===== src/rtl/reg_dump.sv =====
// Streams NUM_REGS register-file entries out over a valid/ready byte port, freezing writers while busy.
// Optional trailing XOR checksum byte is enabled by defining DUMP_CHECKSUM_EN.
module reg_dump #(
    parameter int NUM_REGS = 8,
    parameter int ADDR_W   = 3,
    parameter int DATA_W   = 8
) (
    input  logic              clk,
    input  logic              reset_n,
    input  logic              start,
    output logic [ADDR_W-1:0] rd_addr,
    input  logic [DATA_W-1:0] rd_data,
    output logic [DATA_W-1:0] tx_data,
    output logic              tx_valid,
    input  logic              tx_ready,
    output logic              busy,
    output logic              freeze,
    output logic              done
);

    if ((NUM_REGS < 1) || (NUM_REGS > (1 << ADDR_W))) begin : g_bad_params
        $error("reg_dump: NUM_REGS must be in 1..2**ADDR_W");
    end

    localparam logic [ADDR_W-1:0] LAST_IDX = ADDR_W'(NUM_REGS - 1);
    localparam logic [ADDR_W-1:0] IDX_ONE  = ADDR_W'(1);

`ifdef DUMP_CHECKSUM_EN
    typedef enum logic [2:0] {
        IDLE  = 3'd0,
        READ  = 3'd1,
        SEND  = 3'd2,
        CKSUM = 3'd3,
        DONE  = 3'd4
    } state_t;

    logic [DATA_W-1:0] cksum_q, cksum_d;

    function automatic logic [DATA_W-1:0] cksum_fold(input logic [DATA_W-1:0] acc,
                                                     input logic [DATA_W-1:0] byte_in);
        return acc ^ byte_in;
    endfunction
`else
    typedef enum logic [2:0] {
        IDLE  = 3'd0,
        READ  = 3'd1,
        SEND  = 3'd2,
        DONE  = 3'd4
    } state_t;
`endif

    state_t            state_q, state_d;
    logic [ADDR_W-1:0] index_q, index_d;
    logic [ADDR_W-1:0] rd_addr_q, rd_addr_d;
    logic [DATA_W-1:0] tx_data_q, tx_data_d;
    logic              tx_valid_q, tx_valid_d;
    logic              busy_q, busy_d;
    logic              done_q, done_d;

    // Next-state and next-output computation; outputs are derived from the next state so they are registered.
    always_comb begin
        state_d    = state_q;
        index_d    = index_q;
        rd_addr_d  = rd_addr_q;
        tx_data_d  = tx_data_q;
        tx_valid_d = 1'b0;
`ifdef DUMP_CHECKSUM_EN
        cksum_d    = cksum_q;
`endif
        case (state_q)
            IDLE: begin
                if (start) begin
                    state_d   = READ;
                    index_d   = '0;
                    rd_addr_d = '0;
`ifdef DUMP_CHECKSUM_EN
                    cksum_d   = '0;
`endif
                end else begin
                    state_d = IDLE;
                end
            end
            READ: begin
                tx_data_d  = rd_data;
                tx_valid_d = 1'b1;
                state_d    = SEND;
`ifdef DUMP_CHECKSUM_EN
                cksum_d    = cksum_fold(cksum_q, rd_data);
`endif
            end
            SEND: begin
                if (tx_ready) begin
                    if (index_q == LAST_IDX) begin
`ifdef DUMP_CHECKSUM_EN
                        state_d    = CKSUM;
                        tx_data_d  = cksum_q;
                        tx_valid_d = 1'b1;
`else
                        state_d    = DONE;
`endif
                    end else begin
                        // rd_addr moves with the index so the next READ sees the new address.
                        index_d   = index_q + IDX_ONE;
                        rd_addr_d = index_q + IDX_ONE;
                        state_d   = READ;
                    end
                end else begin
                    tx_valid_d = 1'b1;
                end
            end
`ifdef DUMP_CHECKSUM_EN
            CKSUM: begin
                if (tx_ready) begin
                    state_d = DONE;
                end else begin
                    tx_valid_d = 1'b1;
                end
            end
`endif
            DONE: begin
                state_d = IDLE;
            end
            default: begin
                state_d = IDLE;
            end
        endcase
        busy_d = (state_d != IDLE);
        done_d = (state_d == DONE);
    end

    // State and output registers, cleared asynchronously so a mid-dump reset drops the transfer at once.
    always_ff @(posedge clk or negedge reset_n) begin
        if (!reset_n) begin
            state_q    <= IDLE;
            index_q    <= '0;
            rd_addr_q  <= '0;
            tx_data_q  <= '0;
            tx_valid_q <= 1'b0;
            busy_q     <= 1'b0;
            done_q     <= 1'b0;
`ifdef DUMP_CHECKSUM_EN
            cksum_q    <= '0;
`endif
        end else begin
            state_q    <= state_d;
            index_q    <= index_d;
            rd_addr_q  <= rd_addr_d;
            tx_data_q  <= tx_data_d;
            tx_valid_q <= tx_valid_d;
            busy_q     <= busy_d;
            done_q     <= done_d;
`ifdef DUMP_CHECKSUM_EN
            cksum_q    <= cksum_d;
`endif
        end
    end

    assign rd_addr  = rd_addr_q;
    assign tx_data  = tx_data_q;
    assign tx_valid = tx_valid_q;
    assign busy     = busy_q;
    assign freeze   = busy_q;
    assign done     = done_q;

endmodule


===== config.mk =====
export PLATFORM = sky130hd
export DESIGN_NAME = reg_dump
export DESIGN_NICKNAME = d
export VERILOG_FILES = /design/src/rtl/reg_dump.sv
export SDC_FILE = /design/constraint.sdc
export NUM_CORES = 1
export LEC_CHECK = 0
export BUFFER_PORTS_ARGS = -buffer_cell sky130_fd_sc_hd__buf_2
export CORE_MARGIN = 4
export CORE_UTILIZATION = 50
export DETAILED_ROUTE_END_ITERATION = 8
export PLACE_DENSITY = 0.77
export SLEW_MARGIN = 20
export SYNTH_ARGS = -nofsm -noshare
export SYNTH_HDL_FRONTEND = slang
export SYNTH_SLANG_ARGS = --single-unit

===== constraint.sdc =====
create_clock -name clk -period 3.5 [get_ports clk]
set_input_delay 0.525 -clock clk [delete_from_list [all_inputs] [get_ports clk]]
set_output_delay 0.525 -clock clk [all_outputs]
set_load 0.005 [all_outputs]

; After elaboration in Yosys (flattened, before gate mapping)
; Cells that the tools add are included.
[word_totals]
ff_bits = 17
input_bits = 12
elab_cells = 28
[op_classes]
addsub = 1
eq_ne = 7
n_mux = 10
reduce_logical = 4
[ops]
columns = cell, count
row1 = $mux W3, 5
row2 = $pmux W3 S3, 1
row3 = $eq A3 B3 Y1 const B, 2
row4 = $ne A2 B2 Y1 const B, 3
row5 = $pmux W3 S2, 1
row6 = $reduce_and A4 Y1, 1
row7 = $add A3 B1 Y3 const B, 1
row8 = $eq A3 B1 Y1 const B, 1
row9 = $eq A3 B2 Y1 const B, 1
row10 = $logic_not A3 Y1, 1
row11 = $reduce_bool A3 Y1, 1
row12 = $mux W1, 2
row13 = $pmux W1 S2, 1
row14 = $reduce_bool A2 Y1, 1

; Logic depth before layout (Yosys ltp)
; Gate-level depths: netlist of run 1.
[depth]
depth_word = 5
ltp_mapped = 5
mapped_depth_nobuf = 5

; Worst setup path after synthesis of run 1
; Ideal clock, no wire load.
[synth_path]
path_kind = reg2reg
from = reg, netlist name rd_addr[0]
to = reg rd_addr_q[0] (netlist: rd_addr[0])
arrival_time_ps = 1187
required_ps = 3366
slack_ps = 2179
path_stages_with_launch = 6
n_path_buf = 0
period_less_slack_ps = 1321
cell_sequence = dfrtp_1 ha_1 ha_1 nand3b_1 o211ai_1 o211ai_1
[synth_lines]
columns = element, line
row1 = end signal: assignment, 147  ; rd_addr_q <= rd_addr_d;
row2 = end: declaration, 54  ; logic [ADDR_W-1:0] rd_addr_q, rd_addr_d;

==> impl_metrics.toml, run 1 <==
[die]
core_um2 = 1370
die_w_um = 47.2
initial_utilization_pct = 56.2
die_y_um = 47.2
pin_count = 27
rows = 13
die_area_um2 = 2230

[place]
dp_hpwl_um = 1080
gp_congestion = 0.694
pre_cts_ws_ns = 2.09
placed_cell_area_um2 = 905
dp.cells = 96
numPortBuffers = 26

[timing]
relSlewSlack_pct = 74.2
hold_viol_final = 0
fin_setup_tns_ns = 0
worst_slew_pin_slew_ns = 0.386
setup_viol = 0
period_share_pct = 40.8
fin_crit_ns = 1.43
layout_setup_ws_ns = 2.07
slew_violations = 0
rsz0062_at_grt = "false"
skew_ns = 0.00150
fmax_mhz = 700

[worst_setup_path]
criticalPathCategory = "reg2reg"
cp_num_buf_inv = 0
arrival_ns = 1.60
crit_path_max_incr_delay_ns = 0.41
crit_chain = "ha_1 > ha_1 > nand3b_1 > o211ai_1 > o211ai_1"
cp-start-kind = "register"
cp_slowest_cell = "dfrtp_1"
cp.required_ns = 3.67
endpoint_kind = "register"
crit_family = "adder cells"
worst-path-max-fanout = 4

[synth]
async_reset_ff_share_pct = 100
synthXorXnorAreaFrac_pct = 0
postSynthCellCount = 57
ys_warn_count = 0
synth_top_area_share_pct = 55.4
ys_seq_elements = 17
synthAdderAreaFrac_pct = 3.26
synth_top_family_by_area = "multiplexers"
synth.avg_cell_area_um2 = 13.5
netlist_top_cells_count = "dfrtp_1, mux2_4, nand3_1, o211ai_1, o21ai_0"
synth_compound_area_share_pct = 8.14
syn-cell-area_um2 = 768
synth_cell_types = 20
seq_area_frac_synth_pct = 55.4
synth.area.top_cells = "dfrtp_1, mux2_4, o211ai_1"
synth_edf_count = 0
yosys.area_share.simple_pct = 15.0
synth_mux_area_share_pct = 15.6
yosysMostFrequentCell = "dfrtp_1"
synth_ff_type = "dfrtp_1"
synth_area_leader_cell = "dfrtp_1"
syn-num-nets = 71

[power_and_ir_drop]
p_leak_nw = 0.478
powerDensity_nw_per_um2 = 817
ir_worst_vdd_mv = 0.387

[drt]
drtPass1Iterations = 2
wl_per_cell_um = 14.2
drc = 0
via_per_inst = 5.42
ant_nets = 0
drt_wl_total_um = 1420
drt_first_iter_violations = 4
routed-via-count = 542

[clocking]
clkTransAtPathRegs_ns = 0.09
clk_path_buf_depth = 2
hold_buffers = 0
insertion_delay_ns = 0.29
numCtsBuffers = 3
clkSinkCount = 17
cts_resized = 0
root_buffer = "clkbuf_4"
cts_tree = "done"
htreeDepth = 1
post_cts_buffers = 0

[cells_and_area]
instances_no_fill = 100
syn_to_final_growth_pct = 21.2
drive_gt1_share_pct = 45.9
diodes = 0
fin_area_um2 = 931
final_util_pct = 68.1
layout.nets = 100

[status]
outcome = "finished, final reports clean"

[global_route]
overflow = 0
grt_first_pass_wirelength_um = 2280
antenna_found_initial = 0
grt_max_degree = 18
track_usage_pct = 15.3
grt_pass1_vias = 541

[job]
drv_cap = 0

[min_path]
min_path_type = "in2async"
-- path summary, 6_finish.rpt --
path	from	end	slack [ns]	depth (start not counted)
max	rd_addr[0]	rd_addr[0]	2.07	5
max in group asynchronous	reset_n	rd_addr[0]	3.12	1
max reg2reg	rd_addr[0]	rd_addr[0]	2.07	5
min reg2reg	tx_data[7]	tx_data[7]	0.52	1
min	reset_n	done	0.13	1
min in group clk	rd_data[3]	tx_data[3]	0.46	2
-- metal layers --
metal  track usage (%)  up-vias  wire (um)
met2              24.4       19        697
met5                 0        -          0
met1              18.4      258        591
met3              3.45        3        101
li1                  -      262          -
met4              9.94        0         29
-- area by class of cell --
cell class	count	area (um2)
Fill cell	110	435
Sequential cell	17	425
Multi-Input combinational cell	36	323
Timing Repair Buffer	26	130
Clock buffer	4	26.3
Tap cell	15	18.8
Inverter	2	7.51
-- flip-flops by register name (all words and copies together) (netlist names) --
name      cells
tx_valid      1
done          1
busy          1
tx_data       8
state_q       3
rd_addr       3
-- placed cells by master, fill, tap and decap left out --
cell / count
nor2_1: 2
nand3_1: 5
buf_2: 26
nand2_1: 1
inv_1: 2
clkbuf_4: 3
mux2_4: 8
nand3b_1: 1
and2_1: 1
dfrtp_1: 17
nor2_8: 1
o21ai_0: 3
and3b_1: 1
ha_1: 2
a21oi_1: 2
nor3_1: 1
clkbuf_1: 1
and4_1: 2
nand2b_4: 1
a211oi_1: 1
o211ai_1: 4
-- through the flow --
| stage | hold slack, ns | power, W |
|---|---|---|
| after global placement | 0.456 | 0.000652 |
| after global routing | 0.141 | 0.000820 |
| final | 0.127 | 0.000761 |
| after CTS | 0.143 | 0.000773 |
| after floorplan | 0.229 | 0.000556 |
| after detailed placement | 0.463 | 0.000665 |
-- power breakdown --
part | leakage, nW | internal, W | switching, W | total, W
Combinational | 0.253 | 0.000188 | 0.000129 | 0.000317
Sequential | 0.210 | 0.000277 | 0.0000640 | 0.000341
Clock | 0.0150 | 0.0000444 | 0.0000586 | 0.000103
-- kinds of logic (layout without fill, tap and decap cells) --
family	Yosys count	count (layout)
buffers and inverters	4	32
flip-flops	17	17
multiplexers	8	8
AO/OA/AOI/OAI	10	10
adder cells (fa/ha/maj)	2	2
AND/OR/NAND/NOR	16	16
No activity file was read; power rests on OpenSTA's default activity.
==> run 2, diff against run 1 <==
--- a/config.mk
+++ b/config.mk
@@ -7,9 +7,9 @@
 export LEC_CHECK = 0
 export BUFFER_PORTS_ARGS = -buffer_cell sky130_fd_sc_hd__buf_2
 export CORE_MARGIN = 4
-export CORE_UTILIZATION = 50
+export CORE_UTILIZATION = 42
 export DETAILED_ROUTE_END_ITERATION = 8
-export PLACE_DENSITY = 0.77
+export PLACE_DENSITY = 0.69
 export SLEW_MARGIN = 20
 export SYNTH_ARGS = -nofsm -noshare
 export SYNTH_HDL_FRONTEND = slang
==> constraint.sdc (replaced) <==
create_clock -name clk -period 1.2 [get_ports clk]
set_input_delay 0.18 -clock clk [delete_from_list [all_inputs] [get_ports clk]]
set_output_delay 0.18 -clock clk [all_outputs]
set_load 0.005 [all_outputs]
==> impl_metrics.toml, run 2 (same netlist as run 1, synthesis figures left out) <==
[cells_and_area]
drive_gt1_share_pct = 54.2
final_cell_mix = "buf_2, dfrtp_1, buf_4"
layout.nets = 111
final_util_pct = 60.7
largest_register_ffs = 8
seq_area_um2 = 425
diodes = 0
multi_input_area_um2 = 338
syn_to_final_growth_pct = 36.5
final_common_cell = "buf_2"
fillerInstances = 156

[power_and_ir_drop]
ir_worst_vdd_mv = 1.24
p_clk_share_pct = 13.1
pwr-share-comb_pct = 47.8
sw_frac_of_total_pct = 32.7
internal_power_w = 0.00163
power.total_w = 0.00242
p_leak_nw = 0.532
share_seq_of_total_power_pct = 39.0
powerDensity_nw_per_um2 = 2310
switchingPower_w = 0.000793

[min_path]
min_path_type = "in2reg"

[job]
drv_cap = 0

[clocking]
clkSinkCount = 17
htreeDepth = 1
insertion_delay_ns = 0.30
numCtsBuffers = 3
root_buffer = "clkbuf_4"
clk_path_buf_depth = 2
cts_tree = "done"
clkTransAtPathRegs_ns = 0.11

[drt]
ant_nets = 0
drt_wl_total_um = 1560
wl_per_cell_um = 12.9
drt_first_iter_violations = 2
drc = 0
routed-via-count = 577
drtPass1Iterations = 2
via_per_inst = 4.77

[worst_setup_path]
criticalPathCategory = "reg2reg"
endpoint_kind = "register"
worst-path-max-fanout = 4
crit_path_max_incr_delay_ns = 0.42
arrival_ns = 1.49
cp_slowest_cell = "dfrtp_1"
cp_num_buf_inv = 0
cp.required_ns = 1.38
crit_family = "flip-flops"
crit_chain = "ha_2 > ha_4 > nand3b_1 > o211ai_1 > nand3_1"
cp-start-kind = "register"

[timing]
rsz0062_at_grt = "true"
setup_viol = 4
hold_viol_final = 0
fmax_mhz = 766
skew_ns = 0.00410
relSlewSlack_pct = 75.1
fin_hold_ws_ns = 0.109
worst_slew_pin_slew_ns = 0.374
fin_crit_ns = 1.31
slew_violations = 0
period_share_pct = 109
layout_setup_ws_ns = -0.106
fin_setup_tns_ns = -0.401

[die]
core_um2 = 1730
rows = 15
die_area_um2 = 2580
die_y_um = 50.8
pin_count = 27
die_w_um = 50.8
initial_utilization_pct = 44.5

[place]
gp_congestion = 0.846
numPortBuffers = 26
pre_cts_ws_ns = -0.0973
dp_hpwl_um = 1220

[global_route]
antenna_found_initial = 0
overflow = 0
grt_max_degree = 18
grt_first_pass_wirelength_um = 2700
track_usage_pct = 14.4
grt_pass1_vias = 574

[status]
outcome = "complete, but fails checks"
violations = "negative setup slack"
-- run 2: cell types whose count changed in the layout (fill, tap and decap cells not counted) --
| cell | previous run | this run |
|---|---|---|
| buf_4 | 0 | 9 |
| buf_6 | 0 | 1 |
| clkbuf_1 | 1 | 0 |
| clkinv_2 | 0 | 1 |
| dlygate4sd3_1 | 0 | 1 |
| ha_1 | 2 | 0 |
| ha_2 | 0 | 1 |
| ha_4 | 0 | 1 |
-- run 2: metal layers --
metal / vias to the layer above / routed length (um) / track usage (%)
li1: 287 / - / -
met1: 278 / 672 / 18.2
met2: 10 / 821 / 22.8
met3: 2 / 49 / 3.56
met4: 0 / 15 / 6.73
met5: - / 0 / 0
-- run 2: power by group through the flow --
stage | clock network, W | logic, W | registers, W
after floorplan | 0 | 0.000647 | 0.000988
after global placement | 0 | 0.00113 | 0.000944
after detailed placement | 0 | 0.00115 | 0.000963
after CTS | 0.000333 | 0.00116 | 0.000952
after global routing | 0.000357 | 0.00127 | 0.000983
final | 0.000318 | 0.00116 | 0.000946
-- run 2: area by class of cell --
class	instances	area share (%)
Clock buffer	3	2.15
Inverter	2	0.716
Clock inverter	1	0.477
Tap cell	25	2.98
Sequential cell	17	40.6
Timing Repair Buffer	37	20.9
Multi-Input combinational cell	36	32.2
-- run 2: path summary, 6_finish.rpt --
check                      cells past startpoint  startpoint  slack (ns)    endpoint
max                                            5  rd_addr[0]       -0.11  rd_addr[1]
min                                            2  rd_data[5]        0.11  tx_data[5]
max reg2reg                                    5  rd_addr[0]       -0.11  rd_addr[1]
min reg2reg                                    1  tx_data[5]        0.52  tx_data[5]
max in group asynchronous                      2     reset_n        0.60    tx_valid
min in group asynchronous                      2     reset_n        0.32  rd_addr[1]
-- run 2: per-stage QoR --
stage	cell area [um2]	instances
after detailed placement	1000	115
after CTS	1040	120
final	1050	121
after global routing	1050	121
after floorplan	783	57
after global placement	1000	115
-- run 2: timing repair --
action | CTS | global route
endpoints found under the hold margin | 17 | 0
hold buffers | 1 | 0
buffers inserted | 0 | 1
resized for setup | 0 | 1
endpoints found under the setup margin | 4 | 13
-- run 2: worst reg2reg max path: cells and delay by family (launching register included) --
family	cells	cell delay (ns)
flops	1	0.42
fa+ha+maj	2	0.36
simple gates	2	0.29
compound gates	1	0.12
